<file path="config.mk">
export PLATFORM = sky130hd
export DESIGN_NAME = instr_encoder_flat
export DESIGN_NICKNAME = d
export VERILOG_FILES = /design/src/rtl/instr_encoder_if.sv /design/src/rtl/instr_encoder.sv /design/src/flat_wrapper.sv
export SDC_FILE = /design/constraint.sdc
export NUM_CORES = 1
export LEC_CHECK = 0
export CAP_MARGIN = 20
export CORE_MARGIN = 8
export CORE_UTILIZATION = 25
export CTS_BUF_LIST = sky130_fd_sc_hd__clkbuf_16
export CTS_CLUSTER_DIAMETER = 40
export DETAILED_ROUTE_END_ITERATION = 7
export DONT_BUFFER_PORTS = 1
export GPL_TIMING_DRIVEN = 0
export HOLD_SLACK_MARGIN = 0.06
export PLACE_DENSITY = 0.36
export SLEW_MARGIN = 20
export SYNTH_ARGS = -nofsm -noshare
export SYNTH_HDL_FRONTEND = slang
export SYNTH_SLANG_ARGS = --single-unit
</file>
<file path="constraint.sdc">
create_clock -name clk -period 4.1 [get_ports clk]
set_input_delay 0.615 -clock clk [delete_from_list [all_inputs] [get_ports clk]]
set_output_delay 0.615 -clock clk [all_outputs]
set_load 0.01 [all_outputs]
</file>
<file path="src/rtl/instr_encoder_if.sv">
`default_nettype none
// +--------------------------------------------------------------------+
// | instr_encoder_if : descriptor-in / IMEM-write-out bus of the encoder |
// | Revision 1.0                                                        |
// +--------------------------------------------------------------------+
interface instr_encoder_if #(
  parameter int ADDR_W = 32,
  parameter int DEPTH  = 64
);
  localparam int CNT_W = $clog2(DEPTH + 1);

  logic              in_valid;
  logic              in_ready;
  logic [2:0]        in_kind;
  logic [4:0]        in_rd;
  logic [4:0]        in_rs1;
  logic [4:0]        in_rs2;
  logic [2:0]        in_funct3;
  logic              in_funct7b5;
  logic [31:0]       in_imm;
  logic              imem_we;
  logic [ADDR_W-1:0] imem_addr;
  logic [31:0]       imem_wdata;
  logic              err;
  logic [1:0]        err_code;
  logic              full;
  logic [CNT_W-1:0]  count;

  modport master (
    output in_valid, in_kind, in_rd, in_rs1, in_rs2, in_funct3, in_funct7b5, in_imm,
    input  in_ready, imem_we, imem_addr, imem_wdata, err, err_code, full, count
  );

  modport slave (
    input  in_valid, in_kind, in_rd, in_rs1, in_rs2, in_funct3, in_funct7b5, in_imm,
    output in_ready, imem_we, imem_addr, imem_wdata, err, err_code, full, count
  );
endinterface
`default_nettype wire

</file>
<file path="src/rtl/instr_encoder.sv">
`default_nettype none
// +--------------------------------------------------------------------+
// | instr_encoder : packs RV32I descriptors into words, writes IMEM     |
// | Revision 1.0                                                        |
// +--------------------------------------------------------------------+
module instr_encoder #(
  parameter int                ADDR_W = 32,
  parameter logic [ADDR_W-1:0] BASE   = '0,
  parameter int                DEPTH  = 64
) (
  input  wire logic       clk,
  input  wire logic       reset,
  input  wire logic       restart,
  instr_encoder_if.slave  bus
);
  localparam int CNT_W = $clog2(DEPTH + 1);

  localparam logic [2:0] KIND_LW   = 3'b000;
  localparam logic [2:0] KIND_SW   = 3'b001;
  localparam logic [2:0] KIND_R    = 3'b010;
  localparam logic [2:0] KIND_BEQ  = 3'b011;
  localparam logic [2:0] KIND_IALU = 3'b100;
  localparam logic [2:0] KIND_JAL  = 3'b101;
  localparam logic [2:0] KIND_LUI  = 3'b110;

  localparam logic [6:0] OP_LOAD  = 7'b0000011;
  localparam logic [6:0] OP_STORE = 7'b0100011;
  localparam logic [6:0] OP_R     = 7'b0110011;
  localparam logic [6:0] OP_BRANCH= 7'b1100011;
  localparam logic [6:0] OP_IALU  = 7'b0010011;
  localparam logic [6:0] OP_JAL   = 7'b1101111;
  localparam logic [6:0] OP_LUI   = 7'b0110111;

  localparam logic [1:0] ERR_NONE    = 2'b00;
  localparam logic [1:0] ERR_ILLEGAL = 2'b01;
  localparam logic [1:0] ERR_RANGE   = 2'b10;
  localparam logic [1:0] ERR_ALIGN   = 2'b11;

  typedef enum logic [1:0] {
    S_IDLE   = 2'd0,
    S_WRITE  = 2'd1,
    S_REJECT = 2'd2,
    S_FULL   = 2'd3
  } state_t;

  state_t            state_q, state_d;
  logic [ADDR_W-1:0] addr_q, addr_d;
  logic [CNT_W-1:0]  count_q, count_d;
  logic [31:0]       wdata_q, wdata_d;
  logic [1:0]        code_q, code_d;

  logic [31:0] imm;
  logic [4:0]  rd, rs1, rs2;
  logic [2:0]  f3;
  logic        fits_i, fits_b, fits_j, shamt_ok, u_ok, is_shift;
  logic [31:0] enc_word;
  logic [1:0]  enc_code;
  logic        accept;

  assign imm = bus.in_imm;
  assign rd  = bus.in_rd;
  assign rs1 = bus.in_rs1;
  assign rs2 = bus.in_rs2;
  assign f3  = bus.in_funct3;

  // Sign-extension checks: the bits above the field must all copy its MSB.
  assign fits_i   = (&imm[31:11]) | ~(|imm[31:11]);
  assign fits_b   = (&imm[31:12]) | ~(|imm[31:12]);
  assign fits_j   = (&imm[31:20]) | ~(|imm[31:20]);
  assign shamt_ok = ~(|imm[31:5]);
  assign u_ok     = ~(|imm[11:0]);
  assign is_shift = (f3 == 3'b001) || (f3 == 3'b101);

  always_comb begin
    enc_word = 32'h0;
    enc_code = ERR_NONE;
    case (bus.in_kind)
      KIND_LW: begin
        enc_word = {imm[11:0], rs1, f3, rd, OP_LOAD};
        if (!fits_i) enc_code = ERR_RANGE;
      end
      KIND_SW: begin
        enc_word = {imm[11:5], rs2, rs1, f3, imm[4:0], OP_STORE};
        if (!fits_i) enc_code = ERR_RANGE;
      end
      KIND_R: begin
        enc_word = {1'b0, bus.in_funct7b5, 5'b0, rs2, rs1, f3, rd, OP_R};
      end
      KIND_BEQ: begin
        enc_word = {imm[12], imm[10:5], rs2, rs1, f3, imm[4:1], imm[11], OP_BRANCH};
        if (imm[0])       enc_code = ERR_ALIGN;
        else if (!fits_b) enc_code = ERR_RANGE;
      end
      KIND_IALU: begin
        if (is_shift) begin
          enc_word = {1'b0, bus.in_funct7b5, 5'b0, imm[4:0], rs1, f3, rd, OP_IALU};
          if (!shamt_ok) enc_code = ERR_RANGE;
        end else begin
          enc_word = {imm[11:0], rs1, f3, rd, OP_IALU};
          if (!fits_i) enc_code = ERR_RANGE;
        end
      end
      KIND_JAL: begin
        enc_word = {imm[20], imm[10:1], imm[11], imm[19:12], rd, OP_JAL};
        if (imm[0])       enc_code = ERR_ALIGN;
        else if (!fits_j) enc_code = ERR_RANGE;
      end
      KIND_LUI: begin
        enc_word = {imm[31:12], rd, OP_LUI};
        if (!u_ok) enc_code = ERR_RANGE;
      end
      default: enc_code = ERR_ILLEGAL;
    endcase
  end

  assign bus.in_ready   = (state_q == S_IDLE) && !reset && !restart;
  assign accept         = bus.in_valid && bus.in_ready;
  assign bus.imem_we    = (state_q == S_WRITE) && !reset && !restart;
  assign bus.imem_addr  = addr_q;
  assign bus.imem_wdata = wdata_q;
  assign bus.err        = (state_q == S_REJECT) && !reset;
  assign bus.err_code   = bus.err ? code_q : ERR_NONE;
  assign bus.full       = (state_q == S_FULL);
  assign bus.count      = count_q;

  always_comb begin
    state_d = state_q;
    addr_d  = addr_q;
    count_d = count_q;
    wdata_d = wdata_q;
    code_d  = code_q;
    if (restart) begin
      state_d = S_IDLE;
      addr_d  = BASE;
      count_d = '0;
    end else begin
      case (state_q)
        S_IDLE: begin
          if (accept) begin
            if (enc_code == ERR_NONE) begin
              wdata_d = enc_word;
              state_d = S_WRITE;
            end else begin
              code_d  = enc_code;
              state_d = S_REJECT;
            end
          end
        end
        S_WRITE: begin
          addr_d  = addr_q + ADDR_W'(4);
          count_d = count_q + CNT_W'(1);
          state_d = (count_q == CNT_W'(DEPTH - 1)) ? S_FULL : S_IDLE;
        end
        S_REJECT: state_d = S_IDLE;
        S_FULL:   state_d = S_FULL;
        default:  state_d = S_IDLE;
      endcase
    end
  end

  always_ff @(posedge clk) begin
    if (reset) begin
      state_q <= S_IDLE;
      addr_q  <= BASE;
      count_q <= '0;
      wdata_q <= '0;
      code_q  <= ERR_NONE;
    end else begin
      state_q <= state_d;
      addr_q  <= addr_d;
      count_q <= count_d;
      wdata_q <= wdata_d;
      code_q  <= code_d;
    end
  end
endmodule
`default_nettype wire
</file>
<file path="src/flat_wrapper.sv">
// flat-port wrapper written by rule: the top's interface ports become plain ports
module instr_encoder_flat 
#(
  parameter int                ADDR_W = 32,
  parameter logic [ADDR_W-1:0] BASE   = '0,
  parameter int                DEPTH  = 64
)
  (clk, reset, restart, bus_in_valid, bus_in_kind, bus_in_rd, bus_in_rs1, bus_in_rs2, bus_in_funct3, bus_in_funct7b5, bus_in_imm, bus_in_ready, bus_imem_we, bus_imem_addr, bus_imem_wdata, bus_err, bus_err_code, bus_full, bus_count);
  instr_encoder_if #(.ADDR_W(ADDR_W), .DEPTH(DEPTH)) bus_i ();
  input  wire logic clk;
  input  wire logic reset;
  input  wire logic restart;
  input wire logic [$bits(bus_i.in_valid)-1:0] bus_in_valid;
  input wire logic [$bits(bus_i.in_kind)-1:0] bus_in_kind;
  input wire logic [$bits(bus_i.in_rd)-1:0] bus_in_rd;
  input wire logic [$bits(bus_i.in_rs1)-1:0] bus_in_rs1;
  input wire logic [$bits(bus_i.in_rs2)-1:0] bus_in_rs2;
  input wire logic [$bits(bus_i.in_funct3)-1:0] bus_in_funct3;
  input wire logic [$bits(bus_i.in_funct7b5)-1:0] bus_in_funct7b5;
  input wire logic [$bits(bus_i.in_imm)-1:0] bus_in_imm;
  output wire logic [$bits(bus_i.in_ready)-1:0] bus_in_ready;
  output wire logic [$bits(bus_i.imem_we)-1:0] bus_imem_we;
  output wire logic [$bits(bus_i.imem_addr)-1:0] bus_imem_addr;
  output wire logic [$bits(bus_i.imem_wdata)-1:0] bus_imem_wdata;
  output wire logic [$bits(bus_i.err)-1:0] bus_err;
  output wire logic [$bits(bus_i.err_code)-1:0] bus_err_code;
  output wire logic [$bits(bus_i.full)-1:0] bus_full;
  output wire logic [$bits(bus_i.count)-1:0] bus_count;
  assign bus_i.in_valid = bus_in_valid;
  assign bus_i.in_kind = bus_in_kind;
  assign bus_i.in_rd = bus_in_rd;
  assign bus_i.in_rs1 = bus_in_rs1;
  assign bus_i.in_rs2 = bus_in_rs2;
  assign bus_i.in_funct3 = bus_in_funct3;
  assign bus_i.in_funct7b5 = bus_in_funct7b5;
  assign bus_i.in_imm = bus_in_imm;
  assign bus_in_ready = bus_i.in_ready;
  assign bus_imem_we = bus_i.imem_we;
  assign bus_imem_addr = bus_i.imem_addr;
  assign bus_imem_wdata = bus_i.imem_wdata;
  assign bus_err = bus_i.err;
  assign bus_err_code = bus_i.err_code;
  assign bus_full = bus_i.full;
  assign bus_count = bus_i.count;
  instr_encoder #(.ADDR_W(ADDR_W), .BASE(BASE), .DEPTH(DEPTH)) u_core (.clk(clk), .reset(reset), .restart(restart), .bus(bus_i));
endmodule
</file>
Word level (Yosys, flattened, before mapping)
Index checks and enable logic that the tools add are counted. W data, S select, Z words.

$add $sub $neg: 2. Equal/unequal tests: 13. Mux-type cells: 16. Bitwise operators: 8. Reductions and logical operators: 24.

Operators by type and width (number): $pmux W32 S7 (1); $add A32 B3 Y32 const B (1); $mux W32 (1); $reduce_or A27 Y1 (1); $mux W2 (12); $reduce_or A12 Y1 (2); $reduce_and A21 Y1 (1); $reduce_or A21 Y1 (1); $reduce_and A20 Y1 (1); $reduce_or A20 Y1 (1); $eq A3 B3 Y1 const B (4); $pmux W2 S6 (1); $reduce_and A12 Y1 (1); $pmux W2 S4 (1); $reduce_and A4 Y1 (2); $add A7 B1 Y7 const B (1); $eq A7 B6 Y1 const B (1); $eq A3 B1 Y1 const B (2); $eq A3 B2 Y1 const B (2); $logic_and A1 B1 Y1 (6); $not A1 Y1 (5); $eq A2 B2 Y1 const B (2); $logic_not A2 Y1 (2); $reduce_or A2 Y1 (2); 6 further kinds (9).

Bits in registers: 75. Bits of input ports: 58. Output and inout port bits: 77. Logic and storage cells: 68.

Longest topological paths before layout
Gate-level depths: netlist of the first run.

Depth in word-level cells: 10. Gate-level depth with buffers: 9. Depth with buffers taken out: 7.

Least setup slack after synthesis of the first run
OpenSTA, ideal clock, no wires.

Path kind: in2reg. Start: input bus_in_imm[7]. End: register u_core.wdata_q[16], in the netlist u_core.bus.imem_wdata[16]. Setup time: 0.121 ns. Arrival time: 2.329 ns. Data required time: 3.979 ns. Path slack: 1.650 ns. Stages on the path: 7. Buffers on the path: 1. Cells stage by stage: or4_4 nor4_4 a31oi_1 nor3_2 nand4_2 buf_6 mux2_4.

Word-level cells in the longest chain between the ends: 6. Elaborated cells on any way between the ends: 8. Those cells by class: mux (4); reduce/logical (4).

RTL lines: start, declared (RTL line flat_wrapper.sv:20) `input wire logic [$bits(bus_i.in_imm)-1:0] bus_in_imm;`; $reduce_or A27 Y1 (RTL line instr_encoder.sv:70) `assign shamt_ok = ~(|imm[31:5]);`; $mux W2 (RTL line instr_encoder.sv:97) `if (!shamt_ok) enc_code = ERR_RANGE;`; $mux W2 (RTL line instr_encoder.sv:95) `if (is_shift) begin`; $pmux W2 S6 (*) (RTL line instr_encoder.sv:77) `case (bus.in_kind)`; $logic_not A2 Y1 (*) (RTL line instr_encoder.sv:140) `if (enc_code == ERR_NONE) begin`; $reduce_and A4 Y1 (no source line) (*); end signal, assigned (RTL line instr_encoder.sv:172) `wdata_q <= wdata_d;`; end, declared (RTL line instr_encoder.sv:49) `logic [31:0] wdata_q, wdata_d;`.

Mark *: on every way between the ends. The rest lies on a longest branch, timed or not. A chain may end at the register's enable or synchronous reset.

Worst setup path after layout of the first run
Start: input reset. End: output bus_imem_we.

Word-level cells in the longest chain between the ends: 3.

RTL lines: start, declared (RTL line flat_wrapper.sv:11) `input wire logic reset;`; $logic_not A1 Y1 (RTL line instr_encoder.sv:118) `assign bus.imem_we = (state_q == S_WRITE) && !reset && !restart;`; $logic_and A1 B1 Y1 (2 in series) (RTL line instr_encoder.sv:118); end, declared (RTL line flat_wrapper.sv:22) `output wire logic [$bits(bus_i.imem_we)-1:0] bus_imem_we;`.

No other way between the ends.

==> results of run 1 <==
-- cell usage after synthesis (2+ instances only) --
cell type,instances
sky130_fd_sc_hd__a21o_1,4
sky130_fd_sc_hd__a21oi_1,16
sky130_fd_sc_hd__a222oi_1,12
sky130_fd_sc_hd__a22o_1,2
sky130_fd_sc_hd__a22oi_1,11
sky130_fd_sc_hd__a31oi_1,2
sky130_fd_sc_hd__a32oi_1,2
sky130_fd_sc_hd__and2_1,3
sky130_fd_sc_hd__and3_1,7
sky130_fd_sc_hd__and4_1,2
sky130_fd_sc_hd__buf_1,6
sky130_fd_sc_hd__buf_4,3
sky130_fd_sc_hd__buf_6,3
sky130_fd_sc_hd__clkbuf_1,22
sky130_fd_sc_hd__dfxtp_1,72
sky130_fd_sc_hd__ha_1,2
sky130_fd_sc_hd__inv_1,18
sky130_fd_sc_hd__mux2_2,2
sky130_fd_sc_hd__mux2_4,25
sky130_fd_sc_hd__mux2i_1,4
sky130_fd_sc_hd__nand2_1,29
sky130_fd_sc_hd__nand2b_1,5
sky130_fd_sc_hd__nand3_1,16
sky130_fd_sc_hd__nand4_1,15
sky130_fd_sc_hd__nor2_1,73
sky130_fd_sc_hd__nor2b_1,36
sky130_fd_sc_hd__nor3_1,5
sky130_fd_sc_hd__nor4_1,5
sky130_fd_sc_hd__o21ai_0,19
sky130_fd_sc_hd__o22ai_1,2
sky130_fd_sc_hd__o32ai_1,2
sky130_fd_sc_hd__or3_1,11
sky130_fd_sc_hd__or4_1,4
sky130_fd_sc_hd__xnor2_1,11
sky130_fd_sc_hd__xor2_1,18
-- routing by layer --
metal	GRT usage (%)	part of all wire, %
met1	15.5	40
met2	21.7	48
met3	5.38	9.8
met4	5.59	1.9
met5	0	0
-- registers in the layout, indices dropped and copies added, names as in the netlist --
register,flops
u_core.bus.imem_wdata,31
u_core.bus.count,7
u_core.state_q,2
u_core.code_q,2
u_core.bus.imem_addr,30
-- layout make-up --
| cell class | instances | area (um^2) |
|---|---|---|
| fill | 1767 | 11600 |
| clock inverter | 7 | 47.5 |
| multi-input combinational | 365 | 2430 |
| clock buffer | 9 | 225 |
| tap | 220 | 275 |
| sequential | 72 | 1440 |
| buffer | 35 | 166 |
| inverter | 18 | 67.6 |
| antenna | 1 | 2.50 |
-- cell families (layout without fill, tap and decap cells) --
kind of cell | Yosys count | count (layout) | synth area share [%]
fa+ha+maj | 3 | 3 | 0.855
other cells | 1 | 3 | 0.0915
xor+xnor | 29 | 29 | 6.20
flops | 72 | 72 | 35.2
compound gates | 80 | 80 | 13.4
buf+inv | 53 | 69 | 5.71
simple gates | 220 | 220 | 27.9
mux | 31 | 31 | 10.7
-- power by group through the flow --
| stage | registers (mW) | clock network (mW) | logic (mW) |
|---|---|---|---|
| floorplan | 0.728 | 0 | 0.115 |
| global placement | 0.731 | 0 | 0.150 |
| detailed placement | 0.731 | 0 | 0.151 |
| CTS | 0.716 | 0.777 | 0.152 |
| global route | 0.716 | 0.808 | 0.168 |
| finish | 0.715 | 0.745 | 0.149 |
-- worst reg2reg max path: cells and delay by family, from the launching register on --
family	cells	cell delay, ns
XOR/XNOR	1	0.17
flip-flops	1	0.43
buffers and inverters	1	0.19
AND/OR/NAND/NOR	5	1.36
-- final timing paths --
check | endpoint | cells after the start
max | bus_imem_we | 5
min | u_core.state_q[1] | 3
max reg2reg | u_core.bus.imem_addr[27] | 7
min reg2reg | u_core.code_q[1] | 2
-- metrics by stage --
step                hold slack [ns]  setup WS [ns]  instances  utilization [%]
CTS                           0.439           1.04        726             28.6
detailed placement            0.487           1.05        710             26.9
global route                  0.481          0.956        727             28.6
finish                        0.457           1.20        727             28.6
floorplan                     0.452           1.65        490                -
global placement              0.493           1.09        710             26.9
==> results.toml, run 1 <==
[die]
core_area_mm2 = 0.0163
initial_core_util_pct = 25.2
fp.dieW_um = 144
io_pins = 135
die_height_um = 144
design.die.area_mm2 = 0.0207
fp-row-count = 47

[logic_synthesis]
synth.largest_area_cell = "sky130_fd_sc_hd__dfxtp_1"
mappedNetlistArea_mm2 = 0.00410
synth_ff_type = "sky130_fd_sc_hd__dfxtp_1"
yosys_cell_types = 55
asyncSetResetFlopFracSynth_pct = 0
synth_enable_flop_cells = 0
cell_types_with_the_largest_area_share_after_synthesis = "sky130_fd_sc_hd__dfxtp_1, sky130_fd_sc_hd__mux2_4, sky130_fd_sc_hd__nor2_1"
ys_warn_count = 0
synthesis.instances = 489
synth_area_per_cell_um2 = 8.38
ys_ff_latch = 72
synth-seq-area-share_pct = 35.2
synth_top_area_share_pct = 35.2

[pwr]
design_power_total_mw = 1.61
powerDensity_mw_per_mm2 = 346
p_seq_share_pct = 44.5
net_switching_uw = 435
clock_power_share_pct = 46.3
p_sw_share_pct = 27.0
combinationalPowerShare_pct = 9.3
p_int_mw = 1.17
ir_worst_vdd_v = 0.000185
power_leakage_nw = 1.73

[grt]
grt_start_max_net_pins = 14
grt_pass1_wl_um = 21000
antenna_found_initial = 1
gr-usage-all-layers_pct = 13.4
grt_remaining_overflow = 0
grt_pass1_vias = 3527

[timing]
tightestPinTransition_ns = 0.652
slew_headroom_pct = 55.4
share_of_the_clock_period_used_by_the_worst_path_after_layout_pct = 70.7
timing_max_transition_violations_final = 0
fin_crit_ns = 2.90
timing_hold_violations_final = 0
setup_repair_after_global_routing_missed_its_margin = "no"
worst_clock_skew_ns = 0.00688
achievable-frequency_mhz = 345
fin_setup_tns_ns = 0
setup_violations_final = 0

[route]
detail_route.wl_per_cell_um = 19.0
drt_first_pass_iters = 5
number_of_design_rule_violations_left_by_the_first_detailed_router_iteration = 177
drtAntennaViolNets = 0
via_density_per_instance = 4.97
detail_route.drc_violations = 0
detailed_route_wire_length_um = 13800
routed-via-count = 3610

[critical_path]
r2r-start = "u_core.state_q[0]"
path_cells = "clkbuf_1 -> or2_2 -> clkbuf_1 -> buf_1 -> nor2_1"
cp_top_family = "buffers and inverters"
maximum_fanout_encountered_on_the_critical_timing_path = 10
setup.worst_path.end_class = "output port"
timing_worst_setup_path_type = "input pin to output port"
critPathArrivalTime_ns = 2.28
cp.buffers_inverters = 3
max_stage_delay_ns = 0.43
critical_path_required_ns = 3.48
critPathLaunch = "reset"
critical_path.most_common_cell = "sky130_fd_sc_hd__clkbuf_1"
setup.worst_path.start_class = "input pin"
cell_with_the_largest_stage_delay_on_the_worst_path = "sky130_fd_sc_hd__clkbuf_1"
reg2reg_setup_slack_ns = 1.82

[min_path]
timing.hold.worst.class = "input pin to register"
start_point_of_the_worst_min_delay_path = "restart"

[place]
placed_area_mm2 = 0.00438
place.detailed.hpwl_um = 10700
place_congestion = 0.780
port_buffers = 0

[finish]
area.growth.synth_to_final_pct = 13.5
finish.net_count = 561
layout_common_cells = "sky130_fd_sc_hd__nor2_1, sky130_fd_sc_hd__dfxtp_1, sky130_fd_sc_hd__nor2b_1"
mostFrequentLayoutCell = "sky130_fd_sc_hd__nor2_1"
stdcell_area_mm2 = 0.00465
layout-drive-gt1-share_pct = 10.7

[flow_run]
cap_viol_max_count = 0

[cts]
postCtsSetupRepairBufs = 0
cts-buffers-inserted = 9
clock_latency_ns = 0.34
cts_stage_hold_buffer_count = 0
worst_setup_hold_path_clk_slew_ns = 0.06
clock_tree.root_cell = "sky130_fd_sc_hd__clkbuf_16"
cts-htree-levels = 3
cts_resized = 0
clock_tree.buffer_depth = 2
cts_num_sinks = 72
tritoncts = "done"

[status]
outcome = "completed"
Power figures use the tool's default switching activity.
==> inputs of run 2 (changes only) <==
==> constraint.sdc (replaced) <==
create_clock -name clk -period 2.9 [get_ports clk]
set_input_delay 0.435 -clock clk [delete_from_list [all_inputs] [get_ports clk]]
set_output_delay 0.435 -clock clk [all_outputs]
set_load 0.01 [all_outputs]
==> results of run 2 <==
The final DEF is identical to that of run 1. Status: completed.
Among the figures that moved: setup slack after placement 1.05 ns -> 0.207 ns; setup slack after layout 1.20 ns -> 0.363 ns; hold slack 0.457 ns -> 0.277 ns; register-to-register setup slack 1.82 ns -> 0.62 ns; total power 1.61 mW -> 2.27 mW; worst IR drop on VDD 0.000185 V -> 0.000262 V
==> inputs of run 3 (changes only) <==
--- a/config.mk
+++ b/config.mk
@@ -13,8 +13,7 @@
 export DETAILED_ROUTE_END_ITERATION = 7
 export DONT_BUFFER_PORTS = 1
 export GPL_TIMING_DRIVEN = 0
-export HOLD_SLACK_MARGIN = 0.06
-export PLACE_DENSITY = 0.36
+export HOLD_SLACK_MARGIN = 0.08
 export SLEW_MARGIN = 20
 export SYNTH_ARGS = -nofsm -noshare
 export SYNTH_HDL_FRONTEND = slang
==> run 3 against run 2 <==
Effect of this change:
- core utilization up 0.28 points
- critical path depth unchanged
- combinational power about the same
- non-clock buffer count unchanged
- clock power up 14%
- cell area up 1.0%
- first-iteration DRC count up 22%
- register-to-register slack better by 0.09 ns
- largest cell class unchanged
- largest power group unchanged
==> results.toml, run 3 (synthesis results as in run 1) <==
[timing]
worst_clock_skew_ns = 0.00845
slew_headroom_pct = 55.9
tightestPinTransition_ns = 0.660
setup_repair_after_global_routing_missed_its_margin = "no"
achievable-frequency_mhz = 387
fin_setup_tns_ns = 0
fin_crit_ns = 2.59
worst_hold_slack_ns = 0.288
setup_ws_ns = 0.314
share_of_the_clock_period_used_by_the_worst_path_after_layout_pct = 89.2
setup_violations_final = 0
timing_max_transition_violations_final = 0
timing_hold_violations_final = 0

[finish]
layout-drive-gt1-share_pct = 10.9
multi_input_area_mm2 = 0.00243
largest_register_ff_count = 31
seq_area_mm2 = 0.00144
final.fill_count = 1748
stdcell_area_mm2 = 0.00470
mostFrequentLayoutCell = "sky130_fd_sc_hd__nor2_1"
antennaDiodeCount = 0
layout_common_cells = "sky130_fd_sc_hd__nor2_1, sky130_fd_sc_hd__dfxtp_1, sky130_fd_sc_hd__nor2b_1"
area.growth.synth_to_final_pct = 14.7
finish.net_count = 561

[route]
drt_first_pass_iters = 6
number_of_design_rule_violations_left_by_the_first_detailed_router_iteration = 216
routed-via-count = 3554
detail_route.drc_violations = 0
drtAntennaViolNets = 0
via_density_per_instance = 4.90
detail_route.wl_per_cell_um = 18.1
detailed_route_wire_length_um = 13100

[critical_path]
maximum_fanout_encountered_on_the_critical_timing_path = 10
setup.worst_path.end_class = "output port"
critical_path_required_ns = 2.47
r2r-start = "u_core.state_q[1]"
critPathArrivalTime_ns = 2.15
timing_worst_setup_path_type = "input pin to output port"
critPathLaunch = "reset"
setup.worst_path.start_class = "input pin"

[place]
detailedPlace.worstSlack_ns = 0.256
place_congestion = 0.851
place.detailed.hpwl_um = 10300
port_buffers = 0
placed_area_mm2 = 0.00438

[cts]
cts_stage_hold_buffer_count = 0
postCtsSetupRepairBufs = 0
clock_latency_ns = 0.33
cts-buffers-inserted = 9
cts-htree-levels = 3
clock_tree.root_cell = "sky130_fd_sc_hd__clkbuf_16"
cts_num_sinks = 72
cts_resized = 0
tritoncts = "done"
clock_tree.buffer_depth = 2
worst_setup_hold_path_clk_slew_ns = 0.06

[grt]
grt_pass1_wl_um = 19800
grt_remaining_overflow = 0
antenna_found_initial = 0
gr-usage-all-layers_pct = 12.6
grt_pass1_vias = 3407
grt_start_max_net_pins = 14

[die]
core_area_mm2 = 0.0163
fp-row-count = 47
design.die.area_mm2 = 0.0207
io_pins = 135
initial_core_util_pct = 25.2
fp.dieW_um = 144
die_height_um = 144

[pwr]
p_int_mw = 1.84
clock_power_share_pct = 49.6
p_seq_share_pct = 41.8
ir_worst_vdd_v = 0.000276
powerDensity_mw_per_mm2 = 515
design_power_total_mw = 2.42
combinationalPowerShare_pct = 8.6
p_sw_share_pct = 24.2
power_leakage_nw = 1.75
net_switching_uw = 585

[flow_run]
cap_viol_max_count = 0

[status]
outcome = "completed"

[min_path]
timing.hold.worst.class = "input pin to register"
start_point_of_the_worst_min_delay_path = "restart"
-- run 3: cell count changes in the layout (fill, tap and decap cells not counted), sizes merged --
cell,before,now
inv,20,18
clkinv,4,5
bufinv,0,2
diode,1,0
clkinvlp,1,0
-- run 3: cell type report --
class | instances | share of cell area [%]
inverter | 18 | 1.44
tap | 220 | 5.86
sequential | 72 | 30.7
buffer | 35 | 3.54
clock buffer | 9 | 4.79
multi-input combinational | 365 | 51.7
clock inverter | 7 | 2.05
-- run 3: layer usage --
layer	track usage, %	part of all wire (%)	vias to the layer above	wire length, um
li1	-	-	1749	-
met1	13.7	38	1641	5020
met2	20.0	45	158	5950
met3	7.96	16	6	2100
met4	3.27	0.46	0	61
met5	0	0	-	0
-- run 3: worst max-delay path, cell delays in order --
cell and delay (ns):
sky130_fd_sc_hd__clkbuf_1 0.41, sky130_fd_sc_hd__or2_2 0.24, sky130_fd_sc_hd__clkbuf_1 0.43, sky130_fd_sc_hd__buf_1 0.42, sky130_fd_sc_hd__nor2_1 0.20
-- run 3: path summary, 6_finish.rpt --
| kind | to | slack, ns | depth (start not counted) |
|---|---|---|---|
| min | u_core.state_q[1] | 0.29 | 3 |
| min reg2reg | u_core.code_q[1] | 0.50 | 2 |
| max | bus_imem_we | 0.31 | 5 |
| max reg2reg | u_core.bus.imem_addr[27] | 0.71 | 7 |
-- run 3: power groups by stage --
stage	combinational [mW]	sequential [mW]	clock (mW)
CTS	0.208	1.01	1.23
detailed placement	0.206	1.03	0
finish	0.208	1.01	1.20
floorplan	0.162	1.03	0
global placement	0.205	1.03	0
global route	0.230	1.01	1.27
-- run 3: stage by stage --
stage          util [%]  instances
6_report           28.9        726
5_1_grt            28.9        726
4_1_cts            28.9        726
3_5_place_dp       26.9        710
3_3_place_gp       26.9        710
2_1_floorplan         -        490
